**config.mk**
```make
export PLATFORM = sky130hd
export DESIGN_NAME = interrupt_sequencer_flat
export DESIGN_NICKNAME = d
export VERILOG_FILES = /design/src/rtl/interrupt_sequencer_if.sv /design/src/rtl/interrupt_sequencer.sv /design/src/flat_wrapper.sv
export SDC_FILE = /design/constraint.sdc
export NUM_CORES = 1
export LEC_CHECK = 0
export ABC_AREA = 1
export BUFFER_PORTS_ARGS = -buffer_cell sky130_fd_sc_hd__clkbuf_2
export CAP_MARGIN = 20
export CORE_AREA = 3 3 61 51
export DETAILED_ROUTE_END_ITERATION = 16
export DIE_AREA = 0 0 64 54
export PLACE_DENSITY_LB_ADDON = 0.25
export SYNTH_ARGS = -nofsm -noshare
export SYNTH_HDL_FRONTEND = slang
export SYNTH_SLANG_ARGS = --single-unit
```
**constraint.sdc**
```tcl
create_clock -name clk -period 1.35 [get_ports clk]
set_input_delay 0.135 -clock clk [delete_from_list [all_inputs] [get_ports clk]]
set_output_delay 0.135 -clock clk [all_outputs]
set_load 0.01 [all_outputs]
```
**src/rtl/interrupt_sequencer_if.sv**
```systemverilog
// Bundle between the CPU core and the interrupt sequencer: request/status
// inputs flow from the core (master) and control strobes flow back from the
// sequencer (slave).
interface interrupt_sequencer_if;
    // Core -> sequencer
    logic       nmi_n;
    logic       irq_n;
    logic       i_flag;
    logic       instr_boundary;
    logic       brk_req;
    logic       rdy;
    // Sequencer -> core
    logic       busy;
    logic [2:0] seq_step;
    logic [1:0] int_type;
    logic       pc_inc;
    logic       push_pch;
    logic       push_pcl;
    logic       push_psr;
    logic       sp_dec;
    logic       brk_bit;
    logic       vec_fetch_lo;
    logic       vec_fetch_hi;
    logic       set_i;
    logic       pc_load;
    logic       seq_done;
    logic [7:0] vec_lo;

    modport master (
        output nmi_n, irq_n, i_flag, instr_boundary, brk_req, rdy,
        input  busy, seq_step, int_type, pc_inc, push_pch, push_pcl, push_psr, sp_dec,
               brk_bit, vec_fetch_lo, vec_fetch_hi, set_i, pc_load, seq_done, vec_lo
    );

    modport slave (
        input  nmi_n, irq_n, i_flag, instr_boundary, brk_req, rdy,
        output busy, seq_step, int_type, pc_inc, push_pch, push_pcl, push_psr, sp_dec,
               brk_bit, vec_fetch_lo, vec_fetch_hi, set_i, pc_load, seq_done, vec_lo
    );
endinterface

```
**src/rtl/interrupt_sequencer.sv**
```systemverilog
// 6502-style interrupt sequencer: accepts RESET/NMI/BRK/IRQ at instruction
// boundaries and walks a fixed six-step push/vector-fetch sequence.
module interrupt_sequencer #(
    parameter logic [7:0] NMI_VEC = 8'hFA,
    parameter logic [7:0] RST_VEC = 8'hFC,
    parameter logic [7:0] IRQ_VEC = 8'hFE
) (
    input logic            clk,
    input logic            nrst,
    interrupt_sequencer_if.slave bus
);

    typedef enum logic [1:0] {
        TypeIrq = 2'd0,
        TypeBrk = 2'd1,
        TypeNmi = 2'd2,
        TypeRst = 2'd3
    } int_type_e;

    typedef enum logic [2:0] {
        StIdle    = 3'd0,
        StPrep    = 3'd1,
        StPushPch = 3'd2,
        StPushPcl = 3'd3,
        StPushPsr = 3'd4,
        StVecLo   = 3'd5,
        StVecHi   = 3'd6
    } step_e;

    step_e     step_q, step_d;
    int_type_e int_type_q, int_type_d;
    logic      nmi_pending_q, nmi_pending_d;
    logic      nmi_sample_q;
    logic      reset_pending_q, reset_pending_d;

    logic      nmi_edge;
    logic      nmi_req;
    logic      nmi_clear;
    logic [7:0] base_vec;

    // Falling edge on the sampled NMI line; counts toward acceptance in the
    // same cycle so a coincident edge beats a level IRQ.
    assign nmi_edge = nmi_sample_q & ~bus.nmi_n;
    assign nmi_req  = nmi_pending_q | nmi_edge;

    // State registers; edge sampling runs every clock, even while stalled.
    always_ff @(posedge clk or negedge nrst) begin
        if (!nrst) begin
            step_q          <= StIdle;
            int_type_q      <= TypeRst;
            nmi_pending_q   <= 1'b0;
            nmi_sample_q    <= 1'b1;
            reset_pending_q <= 1'b1;
        end else begin
            step_q          <= step_d;
            int_type_q      <= int_type_d;
            nmi_pending_q   <= nmi_pending_d;
            nmi_sample_q    <= bus.nmi_n;
            reset_pending_q <= reset_pending_d;
        end
    end

    // Next-state: acceptance in idle, step advance on rdy, NMI hijack into step 5.
    always_comb begin
        step_d          = step_q;
        int_type_d      = int_type_q;
        reset_pending_d = reset_pending_q;
        nmi_clear       = 1'b0;
        if (bus.rdy) begin
            unique case (step_q)
                StIdle: begin
                    if (reset_pending_q) begin
                        step_d          = StPrep;
                        int_type_d      = TypeRst;
                        reset_pending_d = 1'b0;
                    end else if (bus.instr_boundary) begin
                        if (nmi_req) begin
                            step_d     = StPrep;
                            int_type_d = TypeNmi;
                        end else if (bus.brk_req) begin
                            step_d     = StPrep;
                            int_type_d = TypeBrk;
                        end else if (!bus.irq_n && !bus.i_flag) begin
                            step_d     = StPrep;
                            int_type_d = TypeIrq;
                        end
                    end
                end
                StPrep:    step_d = StPushPch;
                StPushPch: step_d = StPushPcl;
                StPushPcl: step_d = StPushPsr;
                StPushPsr: begin
                    step_d = StVecLo;
                    // A pending NMI steals an IRQ/BRK before its vector is fetched.
                    if ((int_type_q == TypeIrq || int_type_q == TypeBrk) && nmi_req) begin
                        int_type_d = TypeNmi;
                    end
                end
                StVecLo: begin
                    step_d    = StVecHi;
                    nmi_clear = (int_type_q == TypeNmi);
                end
                StVecHi: step_d = StIdle;
                default: step_d = StIdle;
            endcase
        end
        // A new edge wins over the clear so it is serviced at the next boundary.
        nmi_pending_d = (nmi_pending_q & ~nmi_clear) | nmi_edge;
    end

    // Vector base follows the (possibly hijacked) latched type.
    always_comb begin
        unique case (int_type_q)
            TypeNmi: base_vec = NMI_VEC;
            TypeRst: base_vec = RST_VEC;
            default: base_vec = IRQ_VEC;
        endcase
    end

    // Output decode: strobes gated by rdy, vec_lo purely by step.
    always_comb begin
        bus.pc_inc       = 1'b0;
        bus.push_pch     = 1'b0;
        bus.push_pcl     = 1'b0;
        bus.push_psr     = 1'b0;
        bus.sp_dec       = 1'b0;
        bus.brk_bit      = 1'b0;
        bus.vec_fetch_lo = 1'b0;
        bus.vec_fetch_hi = 1'b0;
        bus.set_i        = 1'b0;
        bus.pc_load      = 1'b0;
        bus.seq_done     = 1'b0;
        bus.vec_lo       = 8'h00;
        if (step_q == StVecLo) begin
            bus.vec_lo = base_vec;
        end else if (step_q == StVecHi) begin
            bus.vec_lo = base_vec | 8'h01;
        end
        if (bus.rdy) begin
            unique case (step_q)
                StPrep: bus.pc_inc = (int_type_q == TypeBrk);
                StPushPch: begin
                    bus.sp_dec   = 1'b1;
                    bus.push_pch = (int_type_q != TypeRst);
                end
                StPushPcl: begin
                    bus.sp_dec   = 1'b1;
                    bus.push_pcl = (int_type_q != TypeRst);
                end
                StPushPsr: begin
                    bus.sp_dec   = 1'b1;
                    bus.push_psr = (int_type_q != TypeRst);
                    bus.brk_bit  = (int_type_q == TypeBrk);
                end
                StVecLo: begin
                    bus.vec_fetch_lo = 1'b1;
                    bus.set_i        = 1'b1;
                end
                StVecHi: begin
                    bus.vec_fetch_hi = 1'b1;
                    bus.pc_load      = 1'b1;
                    bus.seq_done     = 1'b1;
                end
                default: ;
            endcase
        end
    end

    assign bus.busy     = (step_q != StIdle);
    assign bus.seq_step = step_q;
    assign bus.int_type = int_type_q;

endmodule
```
**src/flat_wrapper.sv**
```systemverilog
// flat-port wrapper written by rule: the top's interface ports become plain ports
module interrupt_sequencer_flat 
#(
    parameter logic [7:0] NMI_VEC = 8'hFA,
    parameter logic [7:0] RST_VEC = 8'hFC,
    parameter logic [7:0] IRQ_VEC = 8'hFE
)
  (clk, nrst, bus_nmi_n, bus_irq_n, bus_i_flag, bus_instr_boundary, bus_brk_req, bus_rdy, bus_busy, bus_seq_step, bus_int_type, bus_pc_inc, bus_push_pch, bus_push_pcl, bus_push_psr, bus_sp_dec, bus_brk_bit, bus_vec_fetch_lo, bus_vec_fetch_hi, bus_set_i, bus_pc_load, bus_seq_done, bus_vec_lo);
  interrupt_sequencer_if bus_i ();
  input logic clk;
  input logic nrst;
  input wire logic [$bits(bus_i.nmi_n)-1:0] bus_nmi_n;
  input wire logic [$bits(bus_i.irq_n)-1:0] bus_irq_n;
  input wire logic [$bits(bus_i.i_flag)-1:0] bus_i_flag;
  input wire logic [$bits(bus_i.instr_boundary)-1:0] bus_instr_boundary;
  input wire logic [$bits(bus_i.brk_req)-1:0] bus_brk_req;
  input wire logic [$bits(bus_i.rdy)-1:0] bus_rdy;
  output wire logic [$bits(bus_i.busy)-1:0] bus_busy;
  output wire logic [$bits(bus_i.seq_step)-1:0] bus_seq_step;
  output wire logic [$bits(bus_i.int_type)-1:0] bus_int_type;
  output wire logic [$bits(bus_i.pc_inc)-1:0] bus_pc_inc;
  output wire logic [$bits(bus_i.push_pch)-1:0] bus_push_pch;
  output wire logic [$bits(bus_i.push_pcl)-1:0] bus_push_pcl;
  output wire logic [$bits(bus_i.push_psr)-1:0] bus_push_psr;
  output wire logic [$bits(bus_i.sp_dec)-1:0] bus_sp_dec;
  output wire logic [$bits(bus_i.brk_bit)-1:0] bus_brk_bit;
  output wire logic [$bits(bus_i.vec_fetch_lo)-1:0] bus_vec_fetch_lo;
  output wire logic [$bits(bus_i.vec_fetch_hi)-1:0] bus_vec_fetch_hi;
  output wire logic [$bits(bus_i.set_i)-1:0] bus_set_i;
  output wire logic [$bits(bus_i.pc_load)-1:0] bus_pc_load;
  output wire logic [$bits(bus_i.seq_done)-1:0] bus_seq_done;
  output wire logic [$bits(bus_i.vec_lo)-1:0] bus_vec_lo;
  assign bus_i.nmi_n = bus_nmi_n;
  assign bus_i.irq_n = bus_irq_n;
  assign bus_i.i_flag = bus_i_flag;
  assign bus_i.instr_boundary = bus_instr_boundary;
  assign bus_i.brk_req = bus_brk_req;
  assign bus_i.rdy = bus_rdy;
  assign bus_busy = bus_i.busy;
  assign bus_seq_step = bus_i.seq_step;
  assign bus_int_type = bus_i.int_type;
  assign bus_pc_inc = bus_i.pc_inc;
  assign bus_push_pch = bus_i.push_pch;
  assign bus_push_pcl = bus_i.push_pcl;
  assign bus_push_psr = bus_i.push_psr;
  assign bus_sp_dec = bus_i.sp_dec;
  assign bus_brk_bit = bus_i.brk_bit;
  assign bus_vec_fetch_lo = bus_i.vec_fetch_lo;
  assign bus_vec_fetch_hi = bus_i.vec_fetch_hi;
  assign bus_set_i = bus_i.set_i;
  assign bus_pc_load = bus_i.pc_load;
  assign bus_seq_done = bus_i.seq_done;
  assign bus_vec_lo = bus_i.vec_lo;
  interrupt_sequencer #(.NMI_VEC(NMI_VEC), .RST_VEC(RST_VEC), .IRQ_VEC(IRQ_VEC)) u_core (.clk(clk), .nrst(nrst), .bus(bus_i));
endmodule
```
== Word level (Yosys, flattened, before mapping) ==
Cells that the tools add are included.
Word-level totals
  output and inout bits: 25
  bits in registers: 8
  input port bits: 8
  word-level logic and storage cells: 71
Operators by class
  reductions and logical operators: 13
  mux-type cells: 34
  bitwise gates (word level): 6
  eq/ne operators: 13
Operator list (number)
  two-way mux 1 bit: 18
  case mux 3 bit (6 select lines): 1
  two-way mux 8 bit: 2
  two-way mux 3 bit: 5
  two-way mux 2 bit: 6
  equality test 3 bit, second input constant: 3
  equality test 3 x 2 -> 1 bit, second input constant: 2
  case mux 3 bit (2 select lines): 1
  inequality test 5 x 2 -> 1 bit, second input constant: 1
  AND reduction 5 bit: 1
  equality test 2 bit, second input constant: 2
  case mux 2 bit (2 select lines): 1
  equality test 3 x 1 -> 1 bit, second input constant: 1
  zero test 3 bit: 1
  inequality test 3 x 2 -> 1 bit, second input constant: 1
  AND reduction 3 bit: 1
  nonzero test 3 bit: 1
  OR reduction 3 bit: 1
  AND 1 bit: 2
  equality test 2 x 1 -> 1 bit, second input constant: 1
  logical AND 1 bit: 2
  zero test 1 bit: 2
  zero test 2 bit: 1
  inequality test 2 x 1 -> 1 bit, second input constant: 1
  other kinds (6): 8

== Logic depth before layout (Yosys ltp) ==
Gate-level depths: netlist (run 1).
  depth in word-level cells: 8
  mapped depth: 8
  gate-level depth less buffers: 8

== Worst setup path after synthesis (run 1) ==
Ideal clock, no wire load.
  kind: flip-flop to output port
  from: register u_core.step_q[1], in the netlist u_core.bus.seq_step[1]
  to: output port bus_seq_done
  path buffers: 1
  stages on the path, launching flop included: 6
  arrival time: 1241 ps
  setup slack: -26 ps
  required time: 1215 ps
  path through: dfrtp_1 > nand2_1 > nor2_2 > inv_2 > nor2_1 > buf_4
On the way
  longest elaborated chain between the ends: 3
Ends and longest elaborated chain
  from (decl): RTL line interrupt_sequencer.sv:30  | step_e step_q, step_d;
  from (signal assigned): RTL line interrupt_sequencer.sv:49  | step_q <= StIdle;
  from (signal assigned): RTL line interrupt_sequencer.sv:55  | step_q <= step_d;
  equality test 3 bit
  two-way mux 1 bit (2 in series)
  to (decl): RTL line flat_wrapper.sv:31  | output wire logic [$bits(bus_i.seq_done)-1:0] bus_seq_done;
No other way between the ends.

== Final worst setup path (run 1) ==
  from: register u_core.step_q[1], in the netlist u_core.bus.seq_step[1]
  to: output port bus_sp_dec
On the way
  longest elaborated chain between the ends: 4
  elaborated cells on any way between the ends: 6
  classes of those cells: 3 x eq/ne; 2 x mux; 1 x reduce/logical
Ends and longest elaborated chain
  equality test 3 x 2 -> 1 bit / equality test 3 bit (equally long branches): RTL line interrupt_sequencer.sv:140  | unique case (step_q)
  OR reduction 3 bit (no source line) (*)
  two-way mux 1 bit (*): RTL line interrupt_sequencer.sv:140
  two-way mux 1 bit (*): RTL line interrupt_sequencer.sv:139  | if (bus.rdy) begin
  to (decl): RTL line flat_wrapper.sv:25  | output wire logic [$bits(bus_i.sp_dec)-1:0] bus_sp_dec;
Mark *: on every way between the ends. The rest lies on a longest branch, timed or not.

==> out/results.ini, run 1 <==
[outcome]
outcome=finished with violations
violations=setup timing

[die]
initial_core_util_pct=25.3
io_pins=33
core_um2=2500
dieArea_um2=3460
std_cell_rows=16
die_h_um=54
die_w_um=64

[worst_setup_path]
crit_required_ps=1220
cp.arrival_ps=1320
reg2reg_depth=9
reg2reg_to=u_core.bus.seq_step[0]
critical_path_peak_fanout=5
r2r_start=u_core.bus.seq_step[1]
r2r_slack_ps=-20
worstSetupPathType=reg -> out
start_kind=flop
critPathLaunch=u_core.bus.seq_step[1]
cp-end-kind=primary output

[timing]
period_needed_ps=1450
rsz0062_at_grt=yes
fin_skew_ps=4.88
max_clock_freq_ghz=0.688
hold_viol_final=0
setup_tns_ps=-1060
maxSlewHeadroom_pct=80.8
timing.final.crit_share_pct=108
timing.final.max_slew_violations=0
finalSetupViolations=16
worst_pin_slew_ps=287
setup_ws_ps=-103

[power]
internal_power_mw=1.13
p_leak_nw=0.558
p_per_area_nw_per_um2=2050
comb_power_share_pct=68.6
switching_power_mw=1.02
max-vdd-ir-drop_mv=0.641
clkPwrFrac_pct=9.8
sequentialPowerShare_pct=21.5
switching_share_pct=47.4

[drt]
dr.first_iter.drc_count=16
drc_errors=0
wire_per_inst_um=11.0
drt_wl_total_um=1880
firstDrtPassIters=4
drtAntennaViolNets=0
via_per_inst=4.14
num_vias=704

[grt]
grt_antenna_before_repair=0
grt.overflow.total=0
grt_pass1_wl_um=3010
grt.total_usage_pct=11.5
grt_pass1_vias=685
grt_max_degree=9

[finish]
synthToLayoutAreaGrowth_pct=66.3
post-route-util_pct=42.0
drive_above_1_share_pct=69.4
antenna_cells=0
layout_commonest_cell=clkbuf_2
final_cell_mix=clkbuf_2, buf_4, nand2_1
nets=143

[cts]
cts_root_buffer=clkbuf_4
cts_tree=built
clock_path_buffers=2
cts_sinks=8
htree_num_levels=1
cts_made_buffers=3
clk_latency_ps=260
cts.clk_slew.worst_paths_ps=60

[placement]
gp_congestion=0.808
portBuffers=32
dp_hpwl_um=1350

[synth]
synth_seq_cells=8
ys.flop_type=dfstp_2
synth_top_area_share_pct=16.6
syn_avg_cell_area_um2=7.35
ys_seq_area_share_pct=32.5
syn_nets=94
syn-cell-area_um2=632
synthCells=86
synth_top_area_cell=dfstp_2
synthTopCellsByArea=dfstp_2, dfrtp_1, nand2_1
async_flop_share_pct=100
synth_edf_count=0
yosys_warnings=0
ys_types=22

[job]
maxCapViolCount=0

[hold_path]
min_path_type=in -> async

## worst max path at each step
stage	to	slack, ps	cells past startpoint
final	bus_sp_dec	-100	5
after global routing	bus_vec_lo[1]	-190	7
after CTS	bus_vec_lo[1]	-170	8
after detailed placement	bus_vec_fetch_lo	40	6
after global placement	bus_set_i	70	6
after floorplan	bus_seq_done	30	5
## cells in the mapped netlist (2+ instances only)
library cell,number
nor3_1,2
dfstp_2,4
a21oi_2,2
o21ai_2,3
nor2_4,2
inv_1,11
buf_4,7
nor2_1,10
dfrtp_1,4
nand2_1,21
inv_2,2
nand2_4,3
a21oi_1,2
nand4_1,2
nand3_1,4
## power groups by stage
| stage | clock network (mW) | logic, mW | registers [mW] |
|---|---|---|---|
| after floorplan | 0 | 0.696 | 0.475 |
| after global placement | 0 | 0.981 | 0.467 |
| after detailed placement | 0 | 0.974 | 0.471 |
| after CTS | 0.223 | 1.23 | 0.466 |
| after global routing | 0.244 | 1.62 | 0.475 |
| final | 0.213 | 1.48 | 0.464 |
## per-stage QoR
stage / hold WS (ps) / cell area (um2) / std cells / setup slack, ps / total power, mW
finish: 246 / 1050 / 170 / -103 / 2.16
floorplan: -161 / 633 / 86 / 32.6 / 1.17
CTS: 221 / 960 / 164 / -167 / 1.92
global route: 263 / 1050 / 170 / -186 / 2.34
global placement: 2.60 / 793 / 148 / 67.1 / 1.45
detailed placement: -0.624 / 793 / 148 / 39.1 / 1.45
## timing repair
item                                   4_1_cts  5_1_grt
resized for setup                           16       21
setup endpoints to repair                   18       25
pin swaps                                    5        2
buffers inserted                            10        6
endpoints found under the hold margin        9        0
hold buffers                                 2        0
## per-layer routing
layer / part of all wire (%) / GRT usage, % / vias up
met5: 0 / 0 / -
met2: 44 / 18.2 / 27
li1: - / - / 361
met1: 47 / 14.4 / 311
met4: 1.9 / 5.38 / 0
met3: 6.4 / 3.76 / 5
## state kept, by name (all words and copies together), names as in the netlist
signal                  cells
u_core.nmi_pending_q        1
u_core.bus.int_type         2
u_core.nmi_sample_q         1
u_core.reset_pending_q      1
u_core.bus.seq_step         3
## critical path, cell delays in order (launching register included)
cell     delay, ps
dfrtp_2        430
buf_4          150
nor2_4         110
nand2_4         90
a21oi_2        130
buf_2          140
## cell type report
class	count	area, um2
fillers	250	1450
multi-input cells	58	398
repair buffers	51	324
flip-flops and latches	8	209
inverters	13	48.8
well taps	36	45.0
clock buffers	4	26.3
## cell families after synthesis
logic type / after synthesis / share of synthesized area (%)
AOI/OAI and AO/OA: 10 / 12.9
buffers and inverters: 20 / 16.0
DFF: 8 / 32.5
and+or+nand+nor: 48 / 38.6
Power figures use the tool's default switching activity.
==> inputs of run 2 (changes only) <==
ABC_AREA = 0   (was 1)
CORE_AREA = 3 3 61 52   (was 3 3 61 51)
DIE_AREA = 0 0 64 55   (was 0 0 64 54)
PLACE_DENSITY_LB_ADDON = default   (was 0.25)
==> run 2 against run 1 <==
Net effect:
- the flow still finishes with violations (setup timing)
- total power is 1.9% higher
- first-iteration DRC count rose to 3.9 times the previous value
- global-route usage decreased by 0.38 points
- critical path type unchanged
- clock power fell by 3%
- sequential share of layout area is 0.95 points lower
==> out/results.ini, run 2 <==
[grt]
met3_usage_pct=3.64
grt.total_usage_pct=11.1
grt_max_degree=9
grt_pass1_vias=655
grt.overflow.total=0
top_usage_layer=met2
use_met2_pct=20.4
grt_pass1_wl_um=3010
use_met1_pct=12.7
grt_antenna_before_repair=0

[placement]
portBuffers=32
pre_cts_slack_ps=-30.1
gp_congestion=0.828
dp_hpwl_um=1340
place_inst=143
dpl_cell_area_um2=846

[worst_setup_path]
cp.buffers_inverters=1
reg2reg_depth=6
crit_required_ps=1220
critical_path_peak_fanout=7
cp-end-kind=primary output
crit_end=bus_sp_dec
worstSetupPathType=reg -> out
r2r_start=u_core.bus.seq_step[1]
path_delay_family=simple AND/OR/NAND/NOR gates
r2r_slack_ps=-60
critPathLaunch=u_core.bus.seq_step[0]
path_depth=4
path_cells=nor3b_2, and2b_1, nor2_2, buf_2
reg2reg_to=u_core.bus.int_type[1]
cp.arrival_ps=1380
start_kind=flop
cp_slowest_cell=dfrtp_2
cp_slowest_stage_delay_ps=470

[die]
dieArea_um2=3520
std_cell_rows=17
die_w_um=64
io_pins=33
initial_core_util_pct=24.3
die_h_um=55
core_um2=2660

[finish]
antenna_cells=0
fin_area_um2=1100
final_cell_mix=buf_4, clkbuf_2, buf_2
final_cells=160
synthToLayoutAreaGrowth_pct=70.9
nets=131
post-route-util_pct=41.5
layout_commonest_cell=buf_4
largest_reg_flops=3
drive_above_1_share_pct=68.9

[timing]
maxSlewHeadroom_pct=76.2
setup_ws_ps=-166
rsz0062_at_grt=yes
timing.final.max_slew_violations=0
period_needed_ps=1520
setup_tns_ps=-1650
finalSetupViolations=18
whs_ps=191
max_clock_freq_ghz=0.660
hold_viol_final=0
worst_pin_slew_ps=351
fin_skew_ps=11.8
timing.final.crit_share_pct=112

[synth]
synth_top_area_share_pct=16.3
synthTopCellsByArea=dfstp_2, dfrtp_1, buf_4
synthTopCellsByCount=buf_4, nand2_1, nor2_1
synth_seq_cells=8
synth_edf_count=0
yosys_warnings=0
ys_seq_area_share_pct=31.8
syn_nets=81
syn_avg_cell_area_um2=8.84
ys.flop_type=dfstp_2
synth_top_area_cell=dfstp_2
syn-cell-area_um2=646
synthCells=73
async_flop_share_pct=100
ys_types=35

[hold_path]
min_path_type=in -> reg

[drt]
drc_errors=0
via_per_inst=4.59
wire_per_inst_um=11.9
dr.first_iter.drc_count=63
drt_wl_total_um=1910
firstDrtPassIters=4
drtAntennaViolNets=0
num_vias=735

[cts]
clock_path_buffers=2
cts_root_buffer=clkbuf_4
htree_num_levels=1
clk_latency_ps=270
cts_tree=built
cts_sinks=8
cts_made_buffers=3
cts.clk_slew.worst_paths_ps=60

[job]
maxCapViolCount=0

[outcome]
outcome=finished with violations
violations=setup timing

[power]
total_power_mw=2.20
p_per_area_nw_per_um2=1990
max-vdd-ir-drop_mv=0.571
p_leak_nw=0.521

## run 2: cell type report
class                      instances  area [um2]
inverter                           4        15.0
sequential                         8         209
clock buffer                       4        26.3
timing repair buffer              55         380
tap                               38        47.5
fill                             254        1560
multi-input combinational         51         425
## run 2: cell families (layout without fill, tap and decap cells)
group / count (synthesis) / after routing / share of synthesized area, %
DFF: 8 / 8 / 31.8
muxes: 1 / 1 / 1.55
and+or+nand+nor: 30 / 30 / 27.7
buffers and inverters: 14 / 63 / 15.1
AOI/OAI and AO/OA: 19 / 19 / 22.5
xor gates and xnor gates: 1 / 1 / 1.36
## run 2: how the worst min path moves through the flow
stage | from | endpoint | slack (ps) | cells past startpoint
after floorplan | nrst | u_core.bus.seq_step[0] | -160 | 0
after global placement | nrst | u_core.bus.seq_step[2] | -3 | 1
after detailed placement | nrst | u_core.bus.seq_step[2] | 0.9 | 1
after CTS | bus_rdy | u_core.bus.seq_step[0] | 180 | 2
after global routing | bus_rdy | u_core.bus.seq_step[0] | 200 | 2
final | bus_rdy | u_core.bus.seq_step[0] | 190 | 2
## run 2: timing repair
action                                  CTS  global route
hold buffers                              2             0
hold endpoints to repair                  9             0
buffers inserted                          7             5
endpoints found under the setup margin   23            22
resized for setup                        16            29
pin swaps                                 4             7
## run 2: metal layers
metal / wire, um / vias to the layer above
met3: 160 / 0
met1: 797 / 348
met2: 952 / 36
met4: 0 / 0
li1: - / 351
met5: 0 / -
## run 2: report_power, final
part           total [mW]  switching (mW)  internal (mW)
sequential          0.460           0.124          0.336
combinational        1.53           0.728          0.805
clock               0.207          0.0932          0.114
## run 2: worst reg2reg max path, stage by stage (launching register included)
cell	delay (ps)
dfrtp_2	460
buf_4	160
nor3_4	190
buf_4	140
nand2_1	60
a31oi_2	190
a2bb2oi_2	140
==> inputs of run 3 (changes only) <==
CORE_AREA = 3 3 51 62   (was 3 3 61 52)
DIE_AREA = 0 0 54 65   (was 0 0 64 55)
==> run 3 against run 2 <==
Net effect:
- the run still ends with setup timing left
- non-clock buffer count did not move
- global-route usage grew 1.2 points
- clock skew is 10 ps lower
- die area down 0.28%
- combinational power rose by 9%
- cell count down 3.8%
- total power increased by 7.0%
- cell area increased by 3.4%
- largest cell class is now non-clock buffers
- highest routed layer is now met4
==> out/results.ini, run 3 (synthesized netlist as in run 2, its figures left out) <==
[outcome]
outcome=finished with violations
violations=setup timing

[finish]
post-route-util_pct=44.3
largest_reg_flops=3
nets=131
drive_above_1_share_pct=67.8
regArea_um2=209
antenna_cells=0
fillers=254
final_cell_mix=clkbuf_2, buf_6, buf_4
synthToLayoutAreaGrowth_pct=76.7
fin_area_um2=1140
layout_commonest_cell=clkbuf_2
multiInputGateArea_um2=422

[grt]
grt_antenna_before_repair=0
grt.total_usage_pct=12.4
grt.overflow.total=0
grt_max_degree=9
grt_pass1_wl_um=3180
grt_pass1_vias=699

[worst_setup_path]
start_kind=flop
cp.arrival_ps=1390
path_delay_family=simple AND/OR/NAND/NOR gates
cp_slowest_stage_delay_ps=470
worstSetupPathType=reg -> out
cp.buffers_inverters=1
critical_path_peak_fanout=7
crit_required_ps=1220
cp_slowest_cell=dfrtp_2
path_cells=nor3b_4, and2b_1, nor2_1, buf_2
cp-end-kind=primary output

[timing]
hold_viol_final=0
period_needed_ps=1520
setup_ws_ps=-173
finalSetupViolations=20
fin_skew_ps=1.73
rsz0062_at_grt=yes
worst_pin_slew_ps=405
timing.final.crit_share_pct=113
max_clock_freq_ghz=0.657
timing.final.max_slew_violations=0
maxSlewHeadroom_pct=72.9
whs_ps=210

[die]
initial_core_util_pct=25.0
dieArea_um2=3510
die_h_um=65
std_cell_rows=20
core_um2=2580
die_w_um=54
io_pins=33

[placement]
gp_congestion=0.747
dp_hpwl_um=1370
dpl_cell_area_um2=832
portBuffers=32

[hold_path]
min_path_type=in -> reg

[cts]
cts.clk_slew.worst_paths_ps=60
cts_made_buffers=3
cts_root_buffer=clkbuf_4
cts_sinks=8
clock_path_buffers=2
clk_latency_ps=260
cts_tree=built
htree_num_levels=1

[drt]
drtAntennaViolNets=0
firstDrtPassIters=4
drc_errors=0
via_per_inst=4.71
wire_per_inst_um=13.2
drt_wl_total_um=2040
dr.first_iter.drc_count=7
num_vias=725

[power]
max-vdd-ir-drop_mv=0.781
p_per_area_nw_per_um2=2060
p_leak_nw=0.527

[job]
maxCapViolCount=0

==> run 3: where the power goes <==
| group | internal [mW] | switching [mW] |
|---|---|---|
| clock network | 0.102 | 0.0879 |
| registers | 0.336 | 0.160 |
| logic | 0.932 | 0.734 |
==> run 3: path summary, 6_finish.rpt <==
kind                                           to              startpoint  cells past startpoint  slack (ps)
setup / recovery                       bus_sp_dec  u_core.bus.seq_step[1]                      4        -170
hold / removal             u_core.bus.seq_step[0]                 bus_rdy                      2         210
hold reg to reg            u_core.reset_pending_q  u_core.reset_pending_q                      1         520
setup reg to reg           u_core.bus.int_type[1]  u_core.bus.seq_step[0]                      6         -70
min in group asynchronous  u_core.bus.seq_step[1]                    nrst                      2         280
max in group asynchronous  u_core.bus.int_type[0]                    nrst                      2         820
==> run 3: routing by layer <==
metal / share of wire, % / up-vias / GRT usage [%]
li1: - / 350 / -
met1: 39 / 338 / 14.5
met2: 52 / 32 / 20.6
met3: 6.7 / 5 / 2.30
met4: 2.0 / 0 / 6.54
met5: 0 / - / 0
==> run 3: cell type report <==
| class | instances | area share, % |
|---|---|---|
| well taps | 33 | 3.62 |
| clock buffers | 3 | 1.97 |
| flip-flops and latches | 8 | 18.3 |
| multi-input cells | 51 | 37.0 |
| inverters | 4 | 1.32 |
| repair buffers | 55 | 37.8 |
==> run 3: worst register-to-register path, delay by kind of cell (launching register included) <==
kind / cells / cell delay (ps)
compound gates: 3 / 400
buf+inv: 2 / 270
flops: 1 / 460
simple gates: 1 / 210
==> run 3: what timing repair did <==
| item | in CTS | in global routing |
|---|---|---|
| buffers inserted | 12 | 3 |
| endpoints found under the setup margin | 20 | 23 |
| endpoints found under the hold margin | 9 | 0 |
| pin swaps | 7 | 10 |
| hold buffers | 2 | 0 |
| gates resized for setup | 14 | 37 |
==> run 3: through the flow <==
stage          power, mW  setup TNS, ps  worst slack (ps)  cells
6_report            2.35          -1950              -173    154
5_1_grt             2.52          -3540              -263    154
4_1_cts             2.04          -1760              -161    154
3_5_place_dp        1.50          -69.6             -41.5    137
3_3_place_gp        1.49          -18.9             -18.9    137
2_1_floorplan       1.17              0              45.6     73
